## config.mk

```make
export PLATFORM = sky130hd
export DESIGN_NAME = ntt_address_generator
export DESIGN_NICKNAME = d
export VERILOG_FILES = /design/src/rtl/ntt_address_generator_pkg.sv /design/src/rtl/ntt_address_generator_lane_addr.sv /design/src/rtl/ntt_address_generator.sv
export SDC_FILE = /design/constraint.sdc
export NUM_CORES = 1
export LEC_CHECK = 0
export ABC_AREA = 1
export ABC_CLOCK_PERIOD_IN_PS = 10000
export BUFFER_PORTS_ARGS = -buffer_cell sky130_fd_sc_hd__clkbuf_2
export CORE_ASPECT_RATIO = 1.5
export CORE_MARGIN = 2
export CORE_UTILIZATION = 31
export DETAILED_ROUTE_END_ITERATION = 8
export GPL_TIMING_DRIVEN = 0
export HOLD_SLACK_MARGIN = 0.08
export SYNTH_ARGS = -nofsm -noshare
export SYNTH_HDL_FRONTEND = slang
export SYNTH_SLANG_ARGS = --single-unit
```

## constraint.sdc

```tcl
create_clock -name clk -period 10 [get_ports clk]
set_input_delay 3 -clock clk [delete_from_list [all_inputs] [get_ports clk]]
set_output_delay 3 -clock clk [all_outputs]
set_load 0.005 [all_outputs]
```

## src/rtl/ntt_address_generator_pkg.sv

```systemverilog
`default_nettype none
// ============================================================================
//  Module      : ntt_pkg
//  Description : Shared constants and FSM state type for the 1024-point
//                radix-2 NTT address sequencer and its memory map.
//  Revision    : 1.0 - initial release
// ============================================================================
package ntt_pkg;

  localparam int LOGN   = 10;
  localparam int N      = 1 << LOGN;
  localparam int BANKS  = 8;
  localparam int ROWS   = N / BANKS;
  localparam int STAGES = LOGN;
  localparam int BEATS  = 128;

  // Sequencer states; explicit 2-bit encoding
  typedef enum logic [1:0] {
    IDLE = 2'd0,
    RUN  = 2'd1,
    DONE = 2'd2
  } state_t;

endpackage
`default_nettype wire

```

## src/rtl/ntt_address_generator_lane_addr.sv

```systemverilog
`default_nettype none
// ============================================================================
//  Module      : ntt_lane_addr
//  Description : Combinational butterfly address map for one lane. Maps
//                butterfly index k and stage s to the top/bottom coefficient
//                addresses and the twiddle exponent.
//  Revision    : 1.0 - initial release
// ============================================================================
module ntt_lane_addr
  import ntt_pkg::*;
(
  input  logic [LOGN-2:0] k,
  input  logic [3:0]      s,
  output logic [LOGN-1:0] top,
  output logic [LOGN-1:0] bottom,
  output logic [LOGN-2:0] twiddle
);

  logic [LOGN-1:0] w_k_ext;
  logic [LOGN-1:0] w_span;
  logic [LOGN-1:0] w_j;
  logic [LOGN-1:0] w_blk;

  // Split k into block and in-block offset, then re-insert a zero bit at s
  always_comb begin
    w_k_ext = {1'b0, k};
    w_span  = LOGN'(1) << s;
    w_j     = w_k_ext & (w_span - LOGN'(1));
    w_blk   = w_k_ext >> s;
    top     = (w_blk << (s + 4'd1)) | w_j;
    bottom  = top + w_span;
    twiddle = w_j[LOGN-2:0] << (4'(LOGN - 1) - s);
  end

endmodule
`default_nettype wire

```

## src/rtl/ntt_address_generator.sv

```systemverilog
`default_nettype none
// ============================================================================
//  Module      : ntt_address_generator
//  Description : Stage/butterfly address sequencer for the 1024-point NTT.
//                Issues eight coefficient addresses and four twiddle indices
//                per beat over all stages, with valid/ready backpressure.
//  Revision    : 1.0 - initial release
// ============================================================================
module ntt_address_generator #(
  parameter int LOGN  = 10,
  parameter int LANES = 4
) (
  input  logic            clk,
  input  logic            rst,
  input  logic            start,
  input  logic            inverse,
  output logic            busy,
  output logic            done,
  output logic            out_valid,
  input  logic            out_ready,
  output logic [LOGN-1:0] old_address_0,
  output logic [LOGN-1:0] old_address_1,
  output logic [LOGN-1:0] old_address_2,
  output logic [LOGN-1:0] old_address_3,
  output logic [LOGN-1:0] old_address_4,
  output logic [LOGN-1:0] old_address_5,
  output logic [LOGN-1:0] old_address_6,
  output logic [LOGN-1:0] old_address_7,
  output logic [LOGN-2:0] twiddle_idx_0,
  output logic [LOGN-2:0] twiddle_idx_1,
  output logic [LOGN-2:0] twiddle_idx_2,
  output logic [LOGN-2:0] twiddle_idx_3,
  output logic [3:0]      stage,
  output logic            last
);

  import ntt_pkg::*;

  // Beat counter width: k = LANES*g + lane spans LOGN-1 bits with 4 lanes
  localparam int             c_gw     = LOGN - 3;
  localparam logic [c_gw-1:0] c_last_g = {c_gw{1'b1}};
  localparam logic [3:0]     c_last_s = 4'(LOGN - 1);

  state_t          r_state;
  state_t          w_state_next;

  logic [c_gw-1:0] r_g;
  logic [3:0]      r_s;
  logic            r_inv;
  logic            r_valid;
  logic            r_last;
  logic [3:0]      r_stage;
  logic [LOGN-1:0] r_addr [2*LANES];
  logic [LOGN-2:0] r_tw   [LANES];

  logic            w_hs;
  logic            w_start;
  logic            w_g_end;
  logic            w_s_final;
  logic            w_final_hs;
  logic            w_load;
  logic            w_ld_inv;
  logic [c_gw-1:0] w_ld_g;
  logic [3:0]      w_ld_s;
  logic            w_ld_last;
  logic [LOGN-1:0] w_top [LANES];
  logic [LOGN-1:0] w_bot [LANES];
  logic [LOGN-2:0] w_tw  [LANES];

  // Handshake and end-of-walk qualifiers
  always_comb begin
    w_hs       = r_valid & out_ready;
    w_start    = (r_state == IDLE) & start;
    w_g_end    = (r_g == c_last_g);
    w_s_final  = r_inv ? (r_s == 4'd0) : (r_s == c_last_s);
    w_final_hs = (r_state == RUN) & w_hs & w_g_end & w_s_final;
    w_load     = w_start | ((r_state == RUN) & w_hs & ~w_final_hs);
  end

  // Coordinates of the beat to load next: first beat on start, else successor
  always_comb begin
    w_ld_inv = w_start ? inverse : r_inv;
    w_ld_g   = r_g + 1'b1;
    w_ld_s   = r_s;
    if (w_start) begin
      w_ld_g = '0;
      w_ld_s = inverse ? c_last_s : 4'd0;
    end else if (w_g_end) begin
      w_ld_g = '0;
      w_ld_s = r_inv ? (r_s - 4'd1) : (r_s + 4'd1);
    end
    w_ld_last = (w_ld_g == c_last_g) &
                (w_ld_s == (w_ld_inv ? 4'd0 : c_last_s));
  end

  generate
    for (genvar i = 0; i < LANES; i++) begin : g_lane
      ntt_lane_addr u_lane (
        .k       ({w_ld_g, 2'(i)}),
        .s       (w_ld_s),
        .top     (w_top[i]),
        .bottom  (w_bot[i]),
        .twiddle (w_tw[i])
      );
    end
  endgenerate

  // State register
  always_ff @(posedge clk or posedge rst) begin
    if (rst) r_state <= IDLE;
    else     r_state <= w_state_next;
  end

  // Next-state: start launches a walk, final handshake ends it, DONE lasts one cycle
  always_comb begin
    w_state_next = r_state;
    case (r_state)
      IDLE:    if (start)      w_state_next = RUN;
      RUN:     if (w_final_hs) w_state_next = DONE;
      DONE:                    w_state_next = IDLE;
      default:                 w_state_next = IDLE;
    endcase
  end

  // Status outputs decoded from the registered state
  always_comb begin
    busy = (r_state == RUN);
    done = (r_state == DONE);
  end

  // Beat registers: load the next beat on start or any non-final handshake
  always_ff @(posedge clk or posedge rst) begin
    if (rst) begin
      r_g     <= '0;
      r_s     <= '0;
      r_inv   <= 1'b0;
      r_valid <= 1'b0;
      r_last  <= 1'b0;
      r_stage <= '0;
      for (int i = 0; i < 2*LANES; i++) r_addr[i] <= '0;
      for (int i = 0; i < LANES; i++)   r_tw[i]   <= '0;
    end else begin
      if (w_start) r_inv <= inverse;
      if (w_load) begin
        r_g     <= w_ld_g;
        r_s     <= w_ld_s;
        r_valid <= 1'b1;
        r_last  <= w_ld_last;
        r_stage <= w_ld_s;
        for (int i = 0; i < LANES; i++) begin
          r_addr[2*i]   <= w_top[i];
          r_addr[2*i+1] <= w_bot[i];
          r_tw[i]       <= w_tw[i];
        end
      end else if (w_final_hs) begin
        r_valid <= 1'b0;
        r_last  <= 1'b0;
      end
    end
  end

  assign out_valid     = r_valid;
  assign last          = r_last;
  assign stage         = r_stage;
  assign old_address_0 = r_addr[0];
  assign old_address_1 = r_addr[1];
  assign old_address_2 = r_addr[2];
  assign old_address_3 = r_addr[3];
  assign old_address_4 = r_addr[4];
  assign old_address_5 = r_addr[5];
  assign old_address_6 = r_addr[6];
  assign old_address_7 = r_addr[7];
  assign twiddle_idx_0 = r_tw[0];
  assign twiddle_idx_1 = r_tw[1];
  assign twiddle_idx_2 = r_tw[2];
  assign twiddle_idx_3 = r_tw[3];

endmodule
`default_nettype wire

```

== Yosys cells after proc, flatten, opt, wreduce, memory -nomap -nowiden ==
Index checks and enable logic that the tools add are counted.
Widths: inputs -> output; s select.
Word-level totals
  bits in registers: 132
  input bits: 5
  logic and storage cells: 85
  output and inout bits: 124
Cells by class
  reductions and logical operators: 4
  shift operators: 13
  bitwise logic cells: 17
  add/subtract/negate cells: 10
  multiplexer cells: 15
  eq/ne operators: 8
Operators with widths (number)
  $add 10x10->10: 4
  $and 9x10->10: 4
  $or 10x10->10: 4
  $shl 10x4->10: 4
  $shr 9x4->10: 4
  $shl 9x4->9: 4
  $mux 4: 5
  $eq 7x7->1 const B: 2
  $mux 7: 2
  $shl 1x4->10 const A: 1
  $sub 10x1->10 const B: 1
  $add 4x1->4 const B: 2
  $add 7x1->7 const B: 1
  $and 1x1->1: 7
  $mux 1: 5
  $eq 4x4->1: 1
  $eq 4x4->1 const B: 1
  $logic_not 4->1: 1
  $mux 2: 2
  $pmux 2 s2: 1
  $sub 4x1->4 const B: 1
  $sub 4x4->4 const A: 1
  $eq 2x1->1 const B: 1
  $eq 2x2->1 const B: 1
  7 further kinds: 7

== Logic depth before layout (Yosys ltp) ==
Gate-level depths: netlist (run 1).
  depth in word-level cells: 9
  mapped depth: 35
  depth with buffers taken out: 34

== By module ==
From an unflattened synthesis (run 1), not the netlist that was laid out.
Second synthesis, totals
  cell total of the unflattened synthesis: 1981
  area total of the unflattened synthesis: 12615.8 um^2
Modules (own cells, without submodules)
  ntt_address_generator: cells each 650, sequential area each 3303.2 um^2, times used 1, area an instance 5457.7 um^2
  ntt_lane_addr (g_lane[1].u_lane ...): cells each 333, sequential area each 0.0 um^2, times used 2, area an instance 1783.0 um^2
  ntt_lane_addr (g_lane[3].u_lane): cells each 333, sequential area each 0.0 um^2, times used 1, area an instance 1809.2 um^2
  ntt_lane_addr (g_lane[0].u_lane): cells each 332, sequential area each 0.0 um^2, times used 1, area an instance 1783.0 um^2

== Least setup slack after synthesis (run 1) ==
Ideal clock, no wire load.
  kind: input to register
  start: in start
  end: reg r_addr, in the netlist old_address_1[8]
  data required time: 9.864 ns
  path slack: 2.903 ns
  library setup time: 0.136 ns
  data arrival time: 6.962 ns
  path buffers: 3
  cell stages on the path: 27
  cells stage by stage: nand2_2 > nor2_4 > inv_2 > or2_0 > buf_2 > nand2_4 > inv_4 > buf_2 > buf_2 > ha_1 > ha_1 > clkinv_1 > nor2_4 > inv_2 > nor2_2 > ha_1 > inv_1 > fa_1 > o21ai_0 > a21oi_1 > o21ai_0 > inv_1 > nor2_1 > o21ai_0 > nand2_1 > xor2_1 > o21ai_0
Between the ends
  cells in the longest elaborated chain, start to end: 7
  elaborated cells between the ends (all ways): 12
  those cells by class: add/sub: 3; shift: 3; mux: 2; bitwise: 4
RTL lines
  from (decl): RTL line ntt_address_generator.sv:15  | input logic start,
  $and 1x1->1 (*): RTL line ntt_address_generator.sv:73  | w_start = (r_state == IDLE) & start;
  $mux 4 (*): RTL line ntt_address_generator.sv:85  | if (w_start) begin
  via g_lane[0].u_lane.s[0]: RTL line ntt_address_generator_lane_addr.sv:13  | input logic [3:0] s,
  $shl 1x4->10: RTL line ntt_address_generator_lane_addr.sv:27  | w_span = LOGN'(1) << s;
  $sub 10x1->10: RTL line ntt_address_generator_lane_addr.sv:28  | w_j = w_k_ext & (w_span - LOGN'(1));
  $and 9x10->10: RTL line ntt_address_generator_lane_addr.sv:28
  $or 10x10->10 (*): RTL line ntt_address_generator_lane_addr.sv:30  | top = (w_blk << (s + 4'd1)) | w_j;
  via g_lane[0].u_lane.top[0]: RTL line ntt_address_generator_lane_addr.sv:14  | output logic [LOGN-1:0] top,
  $add 10x10->10 (*): RTL line ntt_address_generator_lane_addr.sv:31  | bottom = top + w_span;
  to (signal, indexed assignment): RTL line ntt_address_generator.sv:151  | r_addr[2*i] <= w_top[i];
  to (signal, indexed assignment): RTL line ntt_address_generator.sv:152  | r_addr[2*i+1] <= w_bot[i];
  to (decl): RTL line ntt_address_generator.sv:53  | logic [LOGN-1:0] r_addr [2*LANES];
The timed path passes the listed nets; every way through them passes the cells marked *.
A chain may end at the register's enable or synchronous reset.

== Worst setup path in the final report (run 1) ==
  start: in start
  end: reg r_addr, in the netlist old_address_5[9]
Between the ends
  cells in the longest elaborated chain, start to end: 7
  elaborated cells between the ends (all ways): 12
  those cells by class: add/sub: 3; shift: 3; mux: 2; bitwise: 4
RTL lines (RTL line)
  $and 1x1->1 (*): ntt_address_generator.sv:73
  $mux 4 (*): ntt_address_generator.sv:85
  via g_lane[0].u_lane.s[0]: ntt_address_generator_lane_addr.sv:13
  $shl 1x4->10: ntt_address_generator_lane_addr.sv:27
  $sub 10x1->10: ntt_address_generator_lane_addr.sv:28
  $and 9x10->10: ntt_address_generator_lane_addr.sv:28
  $or 10x10->10 (*): ntt_address_generator_lane_addr.sv:30
  via g_lane[2].u_lane.top[8]: ntt_address_generator_lane_addr.sv:14
  $add 10x10->10 (*): ntt_address_generator_lane_addr.sv:31
Marks and branches as above.

==> flow_summary.yaml, run 1 <==
outcome:
  outcome: "complete, no violations"
pwr:
  p_leak_nw: 5.71
  ir_drop_mv: 0.117
  p_total_mw: 1.21
  powerDensity_nw_per_um2: 119
timing:
  slew_violations: 0
  max_freq_ghz: 0.128
  setup_slack_ns: 2.21
  min_period_ns: 7.79
  finalHoldViolCount: 0
  worst_pin_slew_ns: 1.43
  finalSetupViolations: 0
  fin_worst_skew_ns: 0.0108
  period_share_pct: 77.9
  tns_ns: 0
  rsz0062_at_grt: "false"
  max_slew_margin_pct: 4.11
setup_path:
  endpoint_kind: "flop"
  path_common_cell: "nand2_1"
  startpoint_type: "primary input"
  worstPathRequired_ns: 10.32
  cp_slowest_cell: "nor3_1"
  reg2reg_to: "old_address_5[9]"
  slowest_delay_ns: 1.08
  critPathMaxFanout: 11
  crit_arrival_ns: 8.12
  path_class: "in2reg"
  reg2regPathDepth: 26
  rrSetupSlack_ns: 4.27
  reg2reg_from: "r_g[0]"
yosys:
  yosys_warnings: 0
  syn_avg_cell_area_um2: 7.25
  yosysUniqueCellTypes: 54
  syn_area_um2: 8470
  synth_edf_count: 0
  yosys_most_used_dff: "dfrtp_1"
  ys_seq_elements: 128
  async_flop_share_pct: 100
  syn_inst: 1169
  yosysSeqAreaShare_pct: 37.8
clocking:
  cts_buffers: 17
  insertion_delay_ns: 0.43
  postCtsHoldBufs: 0
  cts_sinks: 128
  clk_path_buf_depth: 2
  postCtsSetupRepairBufs: 0
  htreeDepth: 4
  clk_pin_slew_worst_paths_ns: 0.06
  cts_root_buffer: "clkbuf_16"
  cts_tree: "yes"
  ctsResizeCount: 0
placement:
  hpwl_um: 23100
  io_buffers: 125
  dp_slack_ns: 1.83
  place_congestion: 0.964
worst_hold_path:
  hp-class: "reg2reg"
  holdPathStages: 2
  hp-start: "old_address_2[7]"
  holdPathEnd: "old_address_2[7]"
grt:
  overflow: 0
  antenna_found_initial: 0
  grtUsageTotal_pct: 20.6
  grt_max_degree: 82
  grt_pass1_vias: 8352
  grt_pass1_wl_um: 45700
drt:
  num_vias: 8355
  first_iter_violations: 634
  drc: 0
  first_pass_iters: 7
  vias_per_cell: 5.00
  ant_nets: 0
  drt-wirelength-per-cell_um: 17.4
  wirelength_um: 29100
flow_run:
  timing.max_cap.violations: 0
floorplan:
  fp.dieW_um: 139
  pin_count: 129
  coreArea_um2: 27000
  die-area_um2: 28700
  dieHeight_um: 206
  start_util_pct: 31.3
  rows: 74
cells_and_area:
  syn2layout_area_growth_pct: 20.4
  final_nets: 1368
  diodes: 0
  final_util_pct: 37.7
  drive_above_1_share_pct: 18.9
[where the power goes]
group	switching, mW	total, mW	internal [mW]	leakage, nW
clock	0.258	0.680	0.422	0.304
sequential	0	0.518	0.518	1.78
combinational	0.0109	0.0136	0.00262	3.63
[synthesized netlist by cell type (3+ instances only)]
cell	count	area share [%]
ha_1	45	6.6
o21ai_2	3	0.31
nand3b_1	4	0.35
o31ai_1	3	0.27
nand2_2	18	1.3
nor3_1	8	0.47
clkbuf_1	19	0.84
buf_4	6	0.53
o21ai_1	21	1.2
buf_2	8	0.47
nand2_4	6	0.80
a211oi_1	3	0.27
a31oi_1	8	0.59
o211ai_1	6	0.53
a22o_1	3	0.31
o21ai_0	70	4.1
nand3_2	6	0.71
xnor2_1	13	1.3
nand2_1	427	19
xor2_1	4	0.41
inv_2	14	0.62
inv_1	86	3.8
dfrtp_1	128	38
buf_1	5	0.22
nand4_1	12	0.89
a21oi_1	37	2.2
nor2_1	70	3.1
nor2_4	5	0.66
nor2_2	12	0.89
nand3_1	86	5.1
[through the flow]
step | area, µm² | std cells | hold slack, ns
2_1_floorplan | 8480 | 1171 | 0.472
3_3_place_gp | 9530 | 1638 | 0.465
3_5_place_dp | 9560 | 1639 | 0.466
4_1_cts | 10200 | 1671 | 0.482
5_1_grt | 10200 | 1671 | 0.498
6_report | 10200 | 1671 | 0.478
[layer usage]
layer / track usage [%] / share of wire (%)
met5: 0 / 0
met4: 11.5 / 5.0
met3: 3.48 / 4.0
met2: 38.2 / 53
met1: 22.2 / 38
[cells in the final DEF (no fill, tap or decap), types with 3 or more instances in the layout]
master     Yosys  final
bufinv_16      0      4
clkbuf_2       0    125
conb_1         1      3
nand2_4        6      6
buf_1          5      5
dfrtp_1      128    128
ha_1          45     45
nand3_1       86     86
inv_6          0      5
nand3b_1       4      4
a22o_1         3      3
buf_2          8      8
clkbuf_16      0     17
a211oi_1       3      3
o21ai_0       70     70
xor2_1         4      4
o21ai_1       21     21
inv_1         86     85
o31ai_1        3      3
nand2_2       18     18
o211ai_1       6      6
clkbuf_1      19     20
o21ai_2        3      3
nor2_4         5      5
inv_2         14     14
nor3_1         8      8
nand4_1       12     12
nor2_2        12     12
buf_4          6      6
a21oi_1       37     37
nor2_1        70     70
xnor2_1       13     13
nand2_1      427    427
nand3_2        6      6
a31oi_1        8      8
[cell families after synthesis]
| kind of cell | share of synthesized area [%] |
|---|---|
| other cells | 0.0443 |
| simple gates | 34.9 |
| buf+inv | 6.69 |
| fa+ha+maj | 7.12 |
| xor+xnor | 2.08 |
| compound gates | 11.4 |
| flops | 37.8 |
[sequential cells by signal (all words and copies together) (netlist names)]
register	flops
old_address_4	10
old_address_0	10
twiddle_idx_2	8
twiddle_idx_0	7
stage	4
old_address_1	10
last	1
old_address_5	10
old_address_3	10
old_address_7	10
old_address_6	10
twiddle_idx_3	8
old_address_2	10
out_valid	1
twiddle_idx_1	9
r_state	2
r_inv	1
r_g	7
[layout make-up]
cell class	instances	area, µm²
plain buffers	38	175
repair buffers	126	653
well taps	342	428
flip-flops and latches	128	3200
fillers	2893	16800
multi-input cells	902	4710
clock buffers	18	429
clock inverters	14	204
inverters	103	397
[how the worst max path moves through the flow]
stage                      from               end  slack [ns]  cells past startpoint
final                     start  old_address_5[9]        2.21                     27
after detailed placement  start  old_address_5[9]        1.83                     27
after global placement    start  old_address_5[9]        1.90                     27
after floorplan           start  old_address_1[8]        2.90                     27
after global routing      start  old_address_1[9]        1.89                     28
after CTS                 start  old_address_5[9]        2.29                     27
[worst max-delay path, delay by kind of cell]
family | cells | cell delay, ns
AO/OA/AOI/OAI | 3 | 0.74
adder cells (fa/ha/maj) | 2 | 0.59
buffers and inverters | 10 | 1.33
AND/OR/NAND/NOR | 12 | 2.43
Power figures use the tool's default switching activity.
==> run 2: changes to the inputs <==
- ABC_CLOCK_PERIOD_IN_PS: 10000 -> 6700
- clock period: 10 -> 6.7 ns (I/O delays scaled with it)
==> run 2 against run 1 <==
Effect of this change: routed wire length is essentially flat; largest cell class unchanged; highest routed layer unchanged; clock skew grew 0.0050 ns; non-clock buffer count grew 1.
==> flow_summary.yaml, run 2 (synthesis results as in run 1) <==
outcome:
  outcome: "complete, no violations"
floorplan:
  coreArea_um2: 27000
  pin_count: 129
  die-area_um2: 28700
  rows: 74
  fp.dieW_um: 139
  dieHeight_um: 206
  start_util_pct: 31.3
cells_and_area:
  fin_cells: 1672
  drive_above_1_share_pct: 19.2
  diodes: 0
  layout_commonest_cell: "nand2_1"
  syn2layout_area_growth_pct: 20.8
  mostFrequentLayoutCells: "nand2_1, dfrtp_1, clkbuf_2"
  final_nets: 1369
  final_util_pct: 37.9
setup_path:
  path_class: "in2reg"
  reg2reg_to: "old_address_1[9]"
  path_common_cell: "nor2_1"
  reg2regPathDepth: 30
  cp_num_buf_inv: 9
  cp_slowest_cell: "ha_1"
  critPathMaxFanout: 11
  endpoint: "old_address_1[9]"
  slowest_delay_ns: 0.41
  crit_arrival_ns: 7.02
  worstPathRequired_ns: 7.05
  startpoint_type: "primary input"
  reg2reg_from: "r_g[0]"
  worst-path-stages: 31
  critPathLaunch: "start"
  rrSetupSlack_ns: 1.11
  endpoint_kind: "flop"
  crit_family: "simple AND/OR/NAND/NOR gates"
grt:
  overflow: 0
  antenna_found_initial: 0
  grt_pass1_vias: 8347
  grt_max_degree: 82
  grtUsageTotal_pct: 20.6
  grt_pass1_wl_um: 45700
timing:
  slew_violations: 0
  finalSetupViolations: 0
  fin_worst_skew_ns: 0.0158
  whs_ns: 0.478
  finalHoldViolCount: 0
  rsz0062_at_grt: "true"
  worst_pin_slew_ns: 0.819
  max_slew_margin_pct: 45.4
  period_share_pct: 99.6
  min_period_ns: 6.67
  tns_ns: 0
  max_freq_ghz: 0.150
flow_run:
  timing.max_cap.violations: 0
clocking:
  cts_buffers: 17
  cts_root_buffer: "clkbuf_16"
  clk_pin_slew_worst_paths_ns: 0.06
  insertion_delay_ns: 0.44
  postCtsHoldBufs: 0
  cts_sinks: 128
  cts_tree: "yes"
  htreeDepth: 4
  clk_path_buf_depth: 2
drt:
  first_pass_iters: 5
  drc: 0
  first_iter_violations: 609
  wirelength_um: 29100
  ant_nets: 0
  vias_per_cell: 4.99
  drt-wirelength-per-cell_um: 17.4
  num_vias: 8343
placement:
  place_congestion: 0.964
  io_buffers: 125
  hpwl_um: 23100
  dpl.cell_count: 1639
worst_hold_path:
  hp-class: "reg2reg"
pwr:
  p_total_mw: 1.81
  powerDensity_nw_per_um2: 177
  p_leak_nw: 5.72
  ir_drop_mv: 0.176
==> run 2: cell types whose count changed in the layout (fill, tap and decap cells not counted), moves of 2 or more <==
cell / previous run / this run
buf_4: 6 / 8
o21ai_1: 21 / 24
o21ai_0: 70 / 67
nor3_1: 8 / 6
==> run 2: area by class of cell <==
type | instances | area (µm²)
sequential | 128 | 3200
fill | 2889 | 16800
clock inverter | 14 | 204
timing repair buffer | 128 | 668
multi-input combinational | 902 | 4730
buffer | 37 | 171
tap | 342 | 428
inverter | 103 | 400
clock buffer | 18 | 429
==> run 2: metal layers <==
metal	up-vias	GRT usage, %	wire length (µm)
met5	-	0	0
met4	0	11.5	1610
met3	72	3.57	1180
met2	256	38.2	15200
met1	3913	22.2	11100
li1	4102	-	-
==> run 2: report_power, final <==
group / switching [mW] / total, mW / internal, mW
logic: 0.0163 / 0.0202 / 0.00391
registers: 0 / 0.773 / 0.773
clock network: 0.386 / 1.02 / 0.630
total: 0.402 / 1.81 / 1.41
==> run 2: worst min-delay path: stages, from the launching register on <==
cell and delay (ns):
dfrtp_1 0.34, nand2_1 0.05, nand2_1 0.06
==> run 2: through the flow <==
stage                     cell area, µm²  setup slack (ns)
final                              10200            0.0255
after global routing               10200            -0.367
after CTS                          10200            0.0359
after detailed placement            9560            -0.476
after global placement              9530            -0.412
after floorplan                     8480             0.593
==> run 2: worst min-delay path by stage <==
stage,start,endpoint,slack (ns),depth (start not counted)
floorplan,old_address_1[0],old_address_1[0],0.47,2
global placement,old_address_6[7],old_address_6[7],0.47,2
detailed placement,old_address_4[3],old_address_4[3],0.47,2
CTS,old_address_2[7],old_address_2[7],0.48,2
global route,twiddle_idx_1[2],twiddle_idx_1[2],0.50,2
finish,old_address_2[7],old_address_2[7],0.48,2
==> run 2: timing repair <==
item / CTS / global route
buffers inserted: 0 / 2
gates resized for setup: 1 / 7
setup endpoints to repair: 1 / 8
==> run 3: changes to the inputs <==
- ABC_CLOCK_PERIOD_IN_PS: 6700 -> 7000
- CELL_PAD_IN_SITES_DETAIL_PLACEMENT: unset -> 1
- CELL_PAD_IN_SITES_GLOBAL_PLACEMENT: unset -> 1
- MAX_ROUTING_LAYER: unset -> met4
- PLACE_DENSITY_LB_ADDON: unset -> 0.1
- clock period: 6.7 -> 7 ns (I/O delays scaled with it)
==> run 3 against run 2 <==
Effect of this change: global-route usage rose by 3.0 points; via count rose by 0.54%; sequential power fell by 4.3%; sequential share of layout area barely moved; clock skew rose by 0.0012 ns; design area barely moved; clock power fell by 7%; worst setup slack improved by 0.33 ns; total power fell by 5.7%; routed wire length rose by 11%; non-clock buffer count rose by 1; first-iteration DRC count fell by 50%.
==> flow_summary.yaml, run 3 (synthesis results as in run 1) <==
floorplan:
  rows: 74
  start_util_pct: 31.3
  die-area_um2: 28700
  pin_count: 129
  coreArea_um2: 27000
  fp.dieW_um: 139
  dieHeight_um: 206
timing:
  min_period_ns: 6.64
  max_slew_margin_pct: 12.5
  rsz0062_at_grt: "false"
  fin_worst_skew_ns: 0.0170
  slew_violations: 0
  max_freq_ghz: 0.151
  finalHoldViolCount: 0
  finalSetupViolations: 0
  period_share_pct: 94.9
  worst_pin_slew_ns: 1.30
  setup_slack_ns: 0.358
clocking:
  insertion_delay_ns: 0.45
  cts_tree: "yes"
  cts_buffers: 17
  cts_sinks: 128
  clk_pin_slew_worst_paths_ns: 0.06
  clk_path_buf_depth: 2
  postCtsHoldBufs: 0
  htreeDepth: 4
  cts_root_buffer: "clkbuf_16"
outcome:
  outcome: "complete, no violations"
grt:
  antenna_found_initial: 0
  grtUsageTotal_pct: 23.6
  grt_pass1_wl_um: 50200
  grt_max_degree: 88
  grt_pass1_vias: 8854
  overflow: 0
cells_and_area:
  layout_commonest_cell: "nand2_1"
  mostFrequentLayoutCells: "nand2_1, dfrtp_1, clkbuf_2"
  fillers: 3481
  final_nets: 1370
  diodes: 0
  drive_above_1_share_pct: 19.7
  syn2layout_area_growth_pct: 20.8
  fin_area_um2: 10200
setup_path:
  crit_arrival_ns: 6.95
  endpoint_kind: "flop"
  reg2reg_from: "r_g[0]"
  path_class: "in2reg"
  crit_family: "buffers and inverters"
  critPathMaxFanout: 11
  slowest_delay_ns: 0.40
  cp_num_buf_inv: 10
  startpoint_type: "primary input"
  critPathLaunch: "start"
  worstPathRequired_ns: 7.30
  cp_slowest_cell: "fa_1"
pwr:
  ir_drop_mv: 0.166
  powerDensity_nw_per_um2: 167
  p_total_mw: 1.71
  p_leak_nw: 5.72
drt:
  vias_per_cell: 5.01
  first_iter_violations: 304
  ant_nets: 0
  drt-wirelength-per-cell_um: 19.3
  first_pass_iters: 4
  drc: 0
  wirelength_um: 32300
  num_vias: 8388
flow_run:
  timing.max_cap.violations: 0
worst_hold_path:
  hp-class: "reg2reg"
  hp-start: "old_address_0[8]"
placement:
  dpl_cell_area_um2: 9560
  hpwl_um: 25500
  place_congestion: 0.922
  dp_slack_ns: -0.505
  io_buffers: 125
[run 3: final timing paths]
| check | endpoint | slack (ns) | cells past startpoint |
|---|---|---|---|
| worst min-delay path | old_address_0[8] | 0.48 | 2 |
| worst min register to register | old_address_0[8] | 0.48 | 2 |
| worst max register to register | old_address_1[8] | 1.45 | 28 |
| worst max-delay path | old_address_1[8] | 0.36 | 28 |
| min in group asynchronous | old_address_7[7] | 1.65 | 2 |
| max in group asynchronous | stage[0] | 4.56 | 3 |
[run 3: layout make-up]
| type | instances | area, µm² | area share [%] |
|---|---|---|---|
| Tap cell | 342 | 428 | 4.18 |
| Inverter | 103 | 404 | 3.95 |
| Buffer | 36 | 171 | 1.68 |
| Clock inverter | 15 | 181 | 1.77 |
| Clock buffer | 17 | 425 | 4.16 |
| Sequential cell | 128 | 3200 | 31.3 |
| Timing Repair Buffer | 130 | 683 | 6.68 |
| Multi-Input combinational cell | 902 | 4730 | 46.3 |
[run 3: power by group]
group | internal, mW | leakage [nW] | switching (mW)
registers | 0.740 | 1.78 | 0
clock network | 0.564 | 0.300 | 0.382
logic | 0.00374 | 3.64 | 0.0162
total | 1.31 | 5.72 | 0.398
[run 3: timing repair]
| action | in CTS | in global routing |
|---|---|---|
| endpoints found under the setup margin | 1 | 7 |
| resized for setup | 1 | 11 |
| setup buffers | 0 | 4 |
[run 3: metal layers]
layer	global-route usage, %	share of wire, %
met3	3.34	2.4
met1	24.4	39
met4	11.1	4.2
met5	-	0
met2	44.2	54
[run 3: worst min-delay path: stages (launching register included)]
cell and delay [ns]:
dfrtp_1 0.34, nand2_1 0.05, nand2_1 0.05
[run 3: metrics by stage]
step | utilization [%] | hold WS, ns | std cells | setup TNS (ns)
finish | 37.8 | 0.481 | 1673 | 0
global route | 37.8 | 0.504 | 1673 | 0
CTS | 37.6 | 0.486 | 1671 | 0
detailed placement | 35.4 | 0.464 | 1639 | -3.11
global placement | 35.3 | 0.464 | 1638 | -59.47
floorplan | - | 0.472 | 1171 | 0
